$ cat src/rtl/display_scan_decoder.sv
// display_scan_decoder
//   Receiver for the multiplexed alarm-clock display bus. It samples each digit
//   once it has been selected for SETTLE cycles and decodes the 7-segment code
//   into BCD. After a complete 0..3 scan it publishes a coherent frame. It also
//   flags illegal segment codes, scan-order faults and a stalled scan.
//
//   Optional feature macro: CAPTURE_DAYS_EN
//     defined   : days is captured with digit 3, and a non-one-hot nonzero days
//                 value is treated as a segment error.
//     undefined : days is ignored and days_q stays 0.
//
// Ports
//   Clk, Reset     clock, asynchronous active-low reset
//   display_out    segment bus, gfedcba, active-high
//   segment_digit  one-hot digit select (bit 0 = minutes ones)
//   am, pm, days   indicators sampled with digit 3
//   time_bcd       committed digits, [3:0] = digit 0
//   blank_mask     per-digit blank flags of the last frame
//   am_q, pm_q     committed meridian flags
//   days_q         committed days (0 when CAPTURE_DAYS_EN is undefined)
//   frame_valid    one-cycle pulse when a new frame takes effect
//   order_err      one-cycle pulse on a frame aborted by order/select fault
//   seg_err        sticky illegal-pattern flag
//   stale          set on scan timeout, cleared by the next frame
module display_scan_decoder #(
  parameter int SETTLE  = 2,
  parameter int TIMEOUT = 64
) (
  input  logic        Clk,
  input  logic        Reset,
  input  logic [6:0]  display_out,
  input  logic [3:0]  segment_digit,
  input  logic        am,
  input  logic        pm,
  input  logic [6:0]  days,
  output logic [15:0] time_bcd,
  output logic [3:0]  blank_mask,
  output logic        am_q,
  output logic        pm_q,
  output logic [6:0]  days_q,
  output logic        frame_valid,
  output logic        order_err,
  output logic        seg_err,
  output logic        stale
);

  localparam int SW = (SETTLE  < 1) ? 1 : $clog2(SETTLE + 1);
  localparam int TW = (TIMEOUT < 1) ? 1 : $clog2(TIMEOUT + 1);

  typedef enum logic [1:0] {HUNT, SCAN, COMMIT} state_t;

  state_t        state;
  logic [1:0]    expected;
  logic [3:0]    sel_q;
  logic [SW-1:0] settle_cnt, settle_nxt;
  logic [TW-1:0] idle_cnt, idle_nxt;
  logic          sample, t_hit;
  logic          one_hot;
  logic [1:0]    idx;
  logic [3:0]    dec_val;
  logic          dec_ok, dec_blank;
  logic          days_bad, bad_seg, store;
  logic [15:0]   shd_bcd;
  logic [3:0]    shd_blank;
  logic          shd_am, shd_pm;
  logic [6:0]    shd_days;

  // Settle counter: a hold yields exactly one sample, on the cycle the count
  // first reaches SETTLE; afterwards it saturates until the select changes.
  always_comb begin
    if (segment_digit == 4'b0000)
      settle_nxt = '0;
    else if (segment_digit != sel_q)
      settle_nxt = SW'(1);
    else if (settle_cnt == SW'(SETTLE))
      settle_nxt = settle_cnt;
    else
      settle_nxt = settle_cnt + 1'b1;
  end

  assign sample = (settle_nxt == SW'(SETTLE)) &&
                  !((segment_digit == sel_q) && (settle_cnt == SW'(SETTLE)));

  always_comb begin
    if (sample)
      idle_nxt = '0;
    else if (idle_cnt == TW'(TIMEOUT))
      idle_nxt = idle_cnt;
    else
      idle_nxt = idle_cnt + 1'b1;
  end

  assign t_hit = (idle_nxt == TW'(TIMEOUT)) && (idle_cnt != TW'(TIMEOUT));

  assign one_hot = $onehot(segment_digit);

  always_comb begin
    case (segment_digit)
      4'b0010: idx = 2'd1;
      4'b0100: idx = 2'd2;
      4'b1000: idx = 2'd3;
      default: idx = 2'd0;
    endcase
  end

  always_comb begin
    dec_ok    = 1'b1;
    dec_blank = 1'b0;
    dec_val   = 4'd0;
    case (display_out)
      7'h3F: dec_val = 4'd0;
      7'h06: dec_val = 4'd1;
      7'h5B: dec_val = 4'd2;
      7'h4F: dec_val = 4'd3;
      7'h66: dec_val = 4'd4;
      7'h6D: dec_val = 4'd5;
      7'h7D: dec_val = 4'd6;
      7'h07: dec_val = 4'd7;
      7'h7F: dec_val = 4'd8;
      7'h6F: dec_val = 4'd9;
      7'h00: dec_blank = 1'b1;
      default: dec_ok = 1'b0;
    endcase
  end

`ifdef CAPTURE_DAYS_EN
  assign days_bad = !$onehot0(days);
`else
  logic days_unused;
  assign days_unused = ^days;
  assign days_bad    = 1'b0;
  assign shd_days    = '0;
`endif

  // Samples arriving during the single COMMIT cycle are not interpreted.
  assign bad_seg = sample && one_hot && (state != COMMIT) &&
                   (!dec_ok || ((idx == 2'd3) && days_bad));

  // A digit-0 sample restarts the frame even when it arrives out of order.
  assign store = sample && one_hot && !bad_seg &&
                 (((state == HUNT) && (idx == 2'd0)) ||
                  ((state == SCAN) && ((idx == expected) || (idx == 2'd0))));

  always_ff @(posedge Clk or negedge Reset) begin
    if (!Reset) begin
      shd_bcd   <= '0;
      shd_blank <= '0;
      shd_am    <= 1'b0;
      shd_pm    <= 1'b0;
`ifdef CAPTURE_DAYS_EN
      shd_days  <= '0;
`endif
    end else if (store) begin
      // A blank digit keeps its previous value and only raises its blank bit.
      if (!dec_blank)
        shd_bcd[{idx, 2'b00} +: 4] <= dec_val;
      shd_blank[idx] <= dec_blank;
      if (idx == 2'd3) begin
        shd_am   <= am;
        shd_pm   <= pm;
`ifdef CAPTURE_DAYS_EN
        shd_days <= days;
`endif
      end
    end
  end

  always_ff @(posedge Clk or negedge Reset) begin
    if (!Reset) begin
      state       <= HUNT;
      expected    <= 2'd0;
      sel_q       <= '0;
      settle_cnt  <= '0;
      idle_cnt    <= '0;
      time_bcd    <= '0;
      blank_mask  <= '0;
      am_q        <= 1'b0;
      pm_q        <= 1'b0;
      days_q      <= '0;
      frame_valid <= 1'b0;
      order_err   <= 1'b0;
      seg_err     <= 1'b0;
      stale       <= 1'b0;
    end else begin
      sel_q       <= segment_digit;
      settle_cnt  <= settle_nxt;
      idle_cnt    <= idle_nxt;
      frame_valid <= 1'b0;
      order_err   <= 1'b0;
      if (bad_seg)
        seg_err <= 1'b1;
      case (state)
        HUNT: begin
          if (store) begin
            state    <= SCAN;
            expected <= 2'd1;
          end
        end
        SCAN: begin
          if (bad_seg) begin
            state <= HUNT;
          end else if (sample && !one_hot) begin
            order_err <= 1'b1;
            state     <= HUNT;
          end else if (sample && (idx != expected)) begin
            order_err <= 1'b1;
            if (idx == 2'd0)
              expected <= 2'd1;
            else
              state <= HUNT;
          end else if (sample) begin
            if (idx == 2'd3)
              state <= COMMIT;
            else
              expected <= expected + 2'd1;
          end
        end
        COMMIT: begin
          time_bcd    <= shd_bcd;
          blank_mask  <= shd_blank;
          am_q        <= shd_am;
          pm_q        <= shd_pm;
          days_q      <= shd_days;
          frame_valid <= 1'b1;
          stale       <= 1'b0;
          state       <= HUNT;
        end
        default: state <= HUNT;
      endcase
      if (t_hit) begin
        stale <= 1'b1;
        state <= HUNT;
      end
    end
  end

endmodule

$ cat config.mk
export PLATFORM = sky130hd
export DESIGN_NAME = display_scan_decoder
export DESIGN_NICKNAME = d
export VERILOG_FILES = /design/src/rtl/display_scan_decoder.sv
export SDC_FILE = /design/constraint.sdc
export NUM_CORES = 1
export LEC_CHECK = 0
export BUFFER_PORTS_ARGS = -buffer_cell sky130_fd_sc_hd__buf_2
export CAP_MARGIN = 20
export CORE_ASPECT_RATIO = 1.4
export CORE_MARGIN = 8
export CORE_UTILIZATION = 61
export DETAILED_ROUTE_END_ITERATION = 10
export GPL_TIMING_DRIVEN = 0
export PLACE_DENSITY = 0.88
export SLEW_MARGIN = 0
export SYNTH_ARGS = -nofsm -noshare
export SYNTH_HDL_FRONTEND = slang
export SYNTH_SLANG_ARGS = --single-unit
$ cat constraint.sdc
create_clock -name Clk -period 5 [get_ports Clk]
set_input_delay 1 -clock Clk [delete_from_list [all_inputs] [get_ports Clk]]
set_output_delay 1 -clock Clk [all_outputs]
set_load 0.01 [all_outputs]
---- Word-level counts from Yosys, hierarchy flattened ----
Index checks and enable logic that the tools add are counted.
word-level totals
  register bits after elaboration ......... 65
  input bits .............................. 22
  output and inout port bits .............. 33
  word-level logic and storage cells ...... 132
operators by class
  add/sub/neg operators ................... 7
  order comparisons ....................... 2
  equality and inequality tests ........... 37
  shifts and indexed selects .............. 2
  multiplexer cells ....................... 36
  bitwise gates (word level) .............. 1
  reductions and logical operators ........ 30
operators with widths
  cell                                                                    number
  7-bit == test, second input constant                                    9
  4-bit one-hot mux with 9 select lines                                   1
  2-bit two-way mux                                                       17
  16-bit bitwise mux                                                      1
  4-bit by 6-bit variable shift with 16-bit output, first input constant  1
  4-bit by 6-bit variable part select with 16-bit output                  1
  7-bit by 3-bit == test with 1-bit output, second input constant         2
  7-bit two-way mux                                                       2
  1-bit logical AND                                                       13
  6-bit by 4-bit != test with 1-bit output, second input constant         2
  11-bit OR reduction                                                     1
  1-bit two-way mux                                                       10
  2-bit == test, second input constant                                    4
  2-bit != test, second input constant                                    4
  2-bit one-hot mux with 2 select lines                                   2
  7-bit by 1-bit adder with 7-bit output, second input constant           1
  7-bit by 6-bit == test with 1-bit output, second input constant         1
  7-bit zero test                                                         1
  7-bit != test, second input constant                                    1
  7-bit AND reduction                                                     1
  3-bit by 2-bit != test with 1-bit output, second input constant         2
  3-bit != test, second input constant                                    2
  6-bit != test, second input constant                                    1
  4-bit negation with 6-bit output                                        1
  25 further kinds                                                        34

---- Longest topological paths before layout ----
  depth in word-level cells ............... 15
  gate-level depth with buffers ........... 13
  mapped depth without buffers ............ 12

---- Worst setup path after synthesis ----
Ideal clock, no wire load.
  path type ............................... input -> register
  start point ............................. input port segment_digit[0]
  end point ............................... register shd_bcd[4]
  arrival ................................. 3.150 ns
  slack ................................... 1.725 ns
  stages on the path ...................... 12
  cell sequence ........................... inv_1 -> ha_1 -> buf_2 -> mux2i_1 -> nor2_1 -> inv_1 -> ha_1 -> inv_1 -> o21ai_0 -> a31o_2 -> nand4_1 -> mux2_2
on the way
  cells in the longest elaborated chain, start to end .. 12
  elaborated cells on any way between the ends .. 33
  those cells by class .................... add/sub: 3; eq/ne: 8; shift: 2; mux: 4; reduce/logical: 16
ends and longest elaborated chain
  element                                                                                    RTL line  source
  from (decl)                                                                                32        input logic [3:0] segment_digit,
  parallel branches: the longest is 12 deep, another holds 4-bit negation with 6-bit output  --
  to (signal, indexed assignment)                                                            156       shd_bcd[{idx, 2'b00} +: 4] <= dec_val;
  to (decl)                                                                                  63        logic [15:0] shd_bcd;
Several ways; the timed one is not identified.
A chain may end at the register's enable or synchronous reset.

---- Worst setup path after layout ----
  start point ............................. input port segment_digit[0]
  end point ............................... register shd_bcd[7]
The elaborated chain is that of the path after synthesis.

==> results_dict.tcl <==
set metrics [dict create \
    synth_edf_count 0 \
    ys_seq_area_frac 0.457 \
    cts_buffers 9 \
    synthAdderAreaFrac 0.0478 \
    peakVddDrop_v 0.000205 \
    min_period_over_period 0.726 \
    wl_per_cell_um 16.3 \
    endpoint_kind "register" \
    cts_setup_buffers 0 \
    crit_start "segment_digit[0]" \
    whs_path_depth 1 \
    r2r_cells 8 \
    grt_pass1_wl_um 12900 \
    clkTransAtPathRegs_ns 0.07 \
    p_leak_nw 2.09 \
    cts.sinks 65 \
    cts-root-buf "clkbuf_8" \
    hold_class "reg2reg" \
    slew_headroom 0.574 \
    synth_area_leaders "dfrtp_1 (46%), mux2_2 (12%), ha_1 (4.2%)" \
    synth_xor_area_frac 0.0292 \
    crit_path_max_fanout 9 \
    place_ws_ns 1.06 \
    finalCriticalPeriod_ns 3.63 \
    timing.rr.start "state[0]$_DFFE_PN0P_" \
    dominantRegCellSynth "dfrtp_1" \
    grt.total_usage 0.190 \
    fp.dieH_um 106 \
    fillers 420 \
    synth_mux_area_frac 0.156 \
    die_x_um 80.6 \
    tightest_slew_ns 0.639 \
    drive_above_1_share 0.340 \
    first_iter_violations 172 \
    start_kind "input pin" \
    synth_top_family_by_area "simple AND/OR/NAND/NOR gates" \
    num-nets-final 415 \
    viasPerCell 5.74 \
    wl_um 7420 \
    crit_required_ns 5.23 \
    cts-htree-levels 3 \
    cts_max_path_buffers 2 \
    final_antenna_net_count 0 \
    diodes 0 \
    port_buffers 38 \
    grt_max_degree 44 \
    fin_setup_tns_ns 0 \
    syn_to_final_growth_pct 14.7 \
    start_util 0.620 \
    path_class "in2reg" \
    arrival_ns 3.86 \
    synth-seq-cells 65 \
    dr_total_vias 2610 \
    synth_top_area_cell "dfrtp_1" \
    ctsHoldBuffers 0 \
    drv_slew 0 \
    drc 0 \
    yosysTopAreaCellShare 0.457 \
    setup_viol 0 \
    firstDrtPassIters 4 \
    fin_ws_ns 1.37 \
    hpwl_um 5570 \
    fin_skew_ns 0.00671 \
    synth_area_mm2 0.00356 \
    rsz0062_at_grt "no" \
    post_synth_and_or_nand_nor_area_fraction 0.196 \
    clk_latency_ns 0.34 \
    synth.distinct_cells 57 \
    total_power_w 0.00132 \
    yosys_warnings 0 \
    clock.fmax_mhz 275 \
    ios 55 \
    hp-start "blank_mask[0]$_DFFE_PN0P_" \
    place_congestion 0.962 \
    max_cap_viol_count 0 \
    powerDensity_mw_per_mm2 324 \
    synth-compound-area-share 0.0559 \
    antenna_found_initial 0 \
    cts_resized 0 \
    avgSynthCellArea_um2 11.0 \
    synthArstFlopShare 1.00 \
    hold_violations 0 \
    grt-ovfl-total 0 \
    cts_tree "yes" \
    core_area_mm2 0.00574 \
    status "finished clean" \
    seqCellArea_mm2 0.00163 \
    fp.dieArea_mm2 0.00857 \
    std_cell_rows 33 \
    multi_input_area_mm2 0.00175 \
    grt_pass1_vias 2739 \
    synth_cells 324 \
]
-- worst max-delay path, cell delays in order --
cell and delay, ns:
buf_2 0.12, inv_1 0.12, ha_1 0.16, buf_2 0.20, mux2i_1 0.11, nor2_1 0.47, inv_1 0.19, ha_1 0.27
inv_1 0.20, o21ai_0 0.14, a31o_2 0.31, nand4_1 0.21, mux2_2 0.37
-- stage by stage --
| step | hold WS [ns] | cell area [um2] | cells | util |
|---|---|---|---|---|
| 2_1_floorplan | 0.475 | 3580 | 330 | - |
| 3_3_place_gp | 0.464 | 3860 | 438 | 0.673 |
| 3_5_place_dp | 0.476 | 3880 | 439 | 0.676 |
| 4_1_cts | 0.493 | 4080 | 455 | 0.711 |
| 5_1_grt | 0.502 | 4080 | 455 | 0.711 |
| 6_report | 0.503 | 4080 | 455 | 0.711 |
-- sequential cells by signal, indices dropped and copies added (netlist names), 2 cells and up --
signal	flops
blank_mask	4
expected	2
idle_cnt	7
sel_q	4
settle_cnt	2
shd_bcd	16
shd_blank	4
state	2
time_bcd	16
-- routing by layer --
layer  global-route usage  share of wire  vias up
met5                    0              0        -
met4               0.0927          0.021        0
met3               0.0498          0.042       18
met2                0.317           0.54       80
met1                0.218           0.39     1272
li1                     -              -     1240
-- cells in the final DEF (no fill, tap or decap), drive strengths merged, types with 3 or more instances in the layout --
cell	n
nand4	5
a21oi	6
nand2b	5
inv	21
xor2	4
or2	5
dfrtp	65
xnor2	7
mux2	45
nor2	29
nand3	14
clkbuf	11
or3	5
ha	12
nor3	15
conb	7
nand2	15
and4	3
buf	56
nor4	4
a31oi	6
o21ai	5
nor2b	3
and3	3
-- cells by family (layout without fill, tap and decap cells) --
| kind of cell | count (synthesis) | after routing |
|---|---|---|
| multiplexers | 47 | 47 |
| other | 1 | 7 |
| flip-flops | 65 | 65 |
| buffers and inverters | 37 | 92 |
| XOR/XNOR | 11 | 11 |
| AND/OR/NAND/NOR | 121 | 121 |
| AO/OA/AOI/OAI | 29 | 29 |
| adder cells (fa/ha/maj) | 13 | 13 |
-- final timing paths --
check,to,slack [ns]
worst max-delay path,shd_bcd[7]$_DFFE_PN0P_,1.37
worst min-delay path,blank_mask[0]$_DFFE_PN0P_,0.50
worst max register to register,shd_pm$_DFFE_PN0P_,2.67
worst min register to register,blank_mask[0]$_DFFE_PN0P_,0.50
max in group asynchronous,shd_bcd[6]$_DFFE_PN0P_,3.77
min in group asynchronous,sel_q[1]$_DFF_PN0_,0.63
-- synthesized netlist by cell type (2+ instances only) --
cell / count
a21oi_1: 5
a31oi_1: 6
and2_1: 2
and3_1: 3
and4_1: 3
buf_2: 5
buf_4: 7
buf_6: 4
clkbuf_1: 2
dfrtp_1: 65
ha_1: 12
inv_1: 18
mux2_2: 37
mux2_4: 8
mux2i_1: 2
nand2_1: 15
nand2b_1: 5
nand3_1: 13
nand3b_1: 2
nand4_1: 3
nand4_4: 2
nor2_1: 29
nor2b_1: 3
nor3_1: 14
nor3b_1: 2
nor4_1: 4
o211ai_1: 2
o21a_1: 2
o21ai_0: 5
or2_1: 2
or2_2: 3
or3_1: 5
or3b_2: 2
xnor2_1: 6
xor2_1: 4
-- power breakdown --
group          internal, W  switching (W)  total (W)
Clock             0.000235       0.000215   0.000450
Sequential        0.000570      0.0000508   0.000621
Combinational     0.000108       0.000145   0.000253
Total             0.000913       0.000411    0.00132
-- layout make-up --
class | count | area share
multi-input cells | 228 | 0.430
flip-flops and latches | 65 | 0.399
repair buffers | 39 | 0.0515
plain buffers | 19 | 0.0328
clock buffers | 9 | 0.0303
well taps | 70 | 0.0215
clock inverters | 7 | 0.0190
inverters | 18 | 0.0166
No activity file was read; power rests on OpenSTA's default activity.
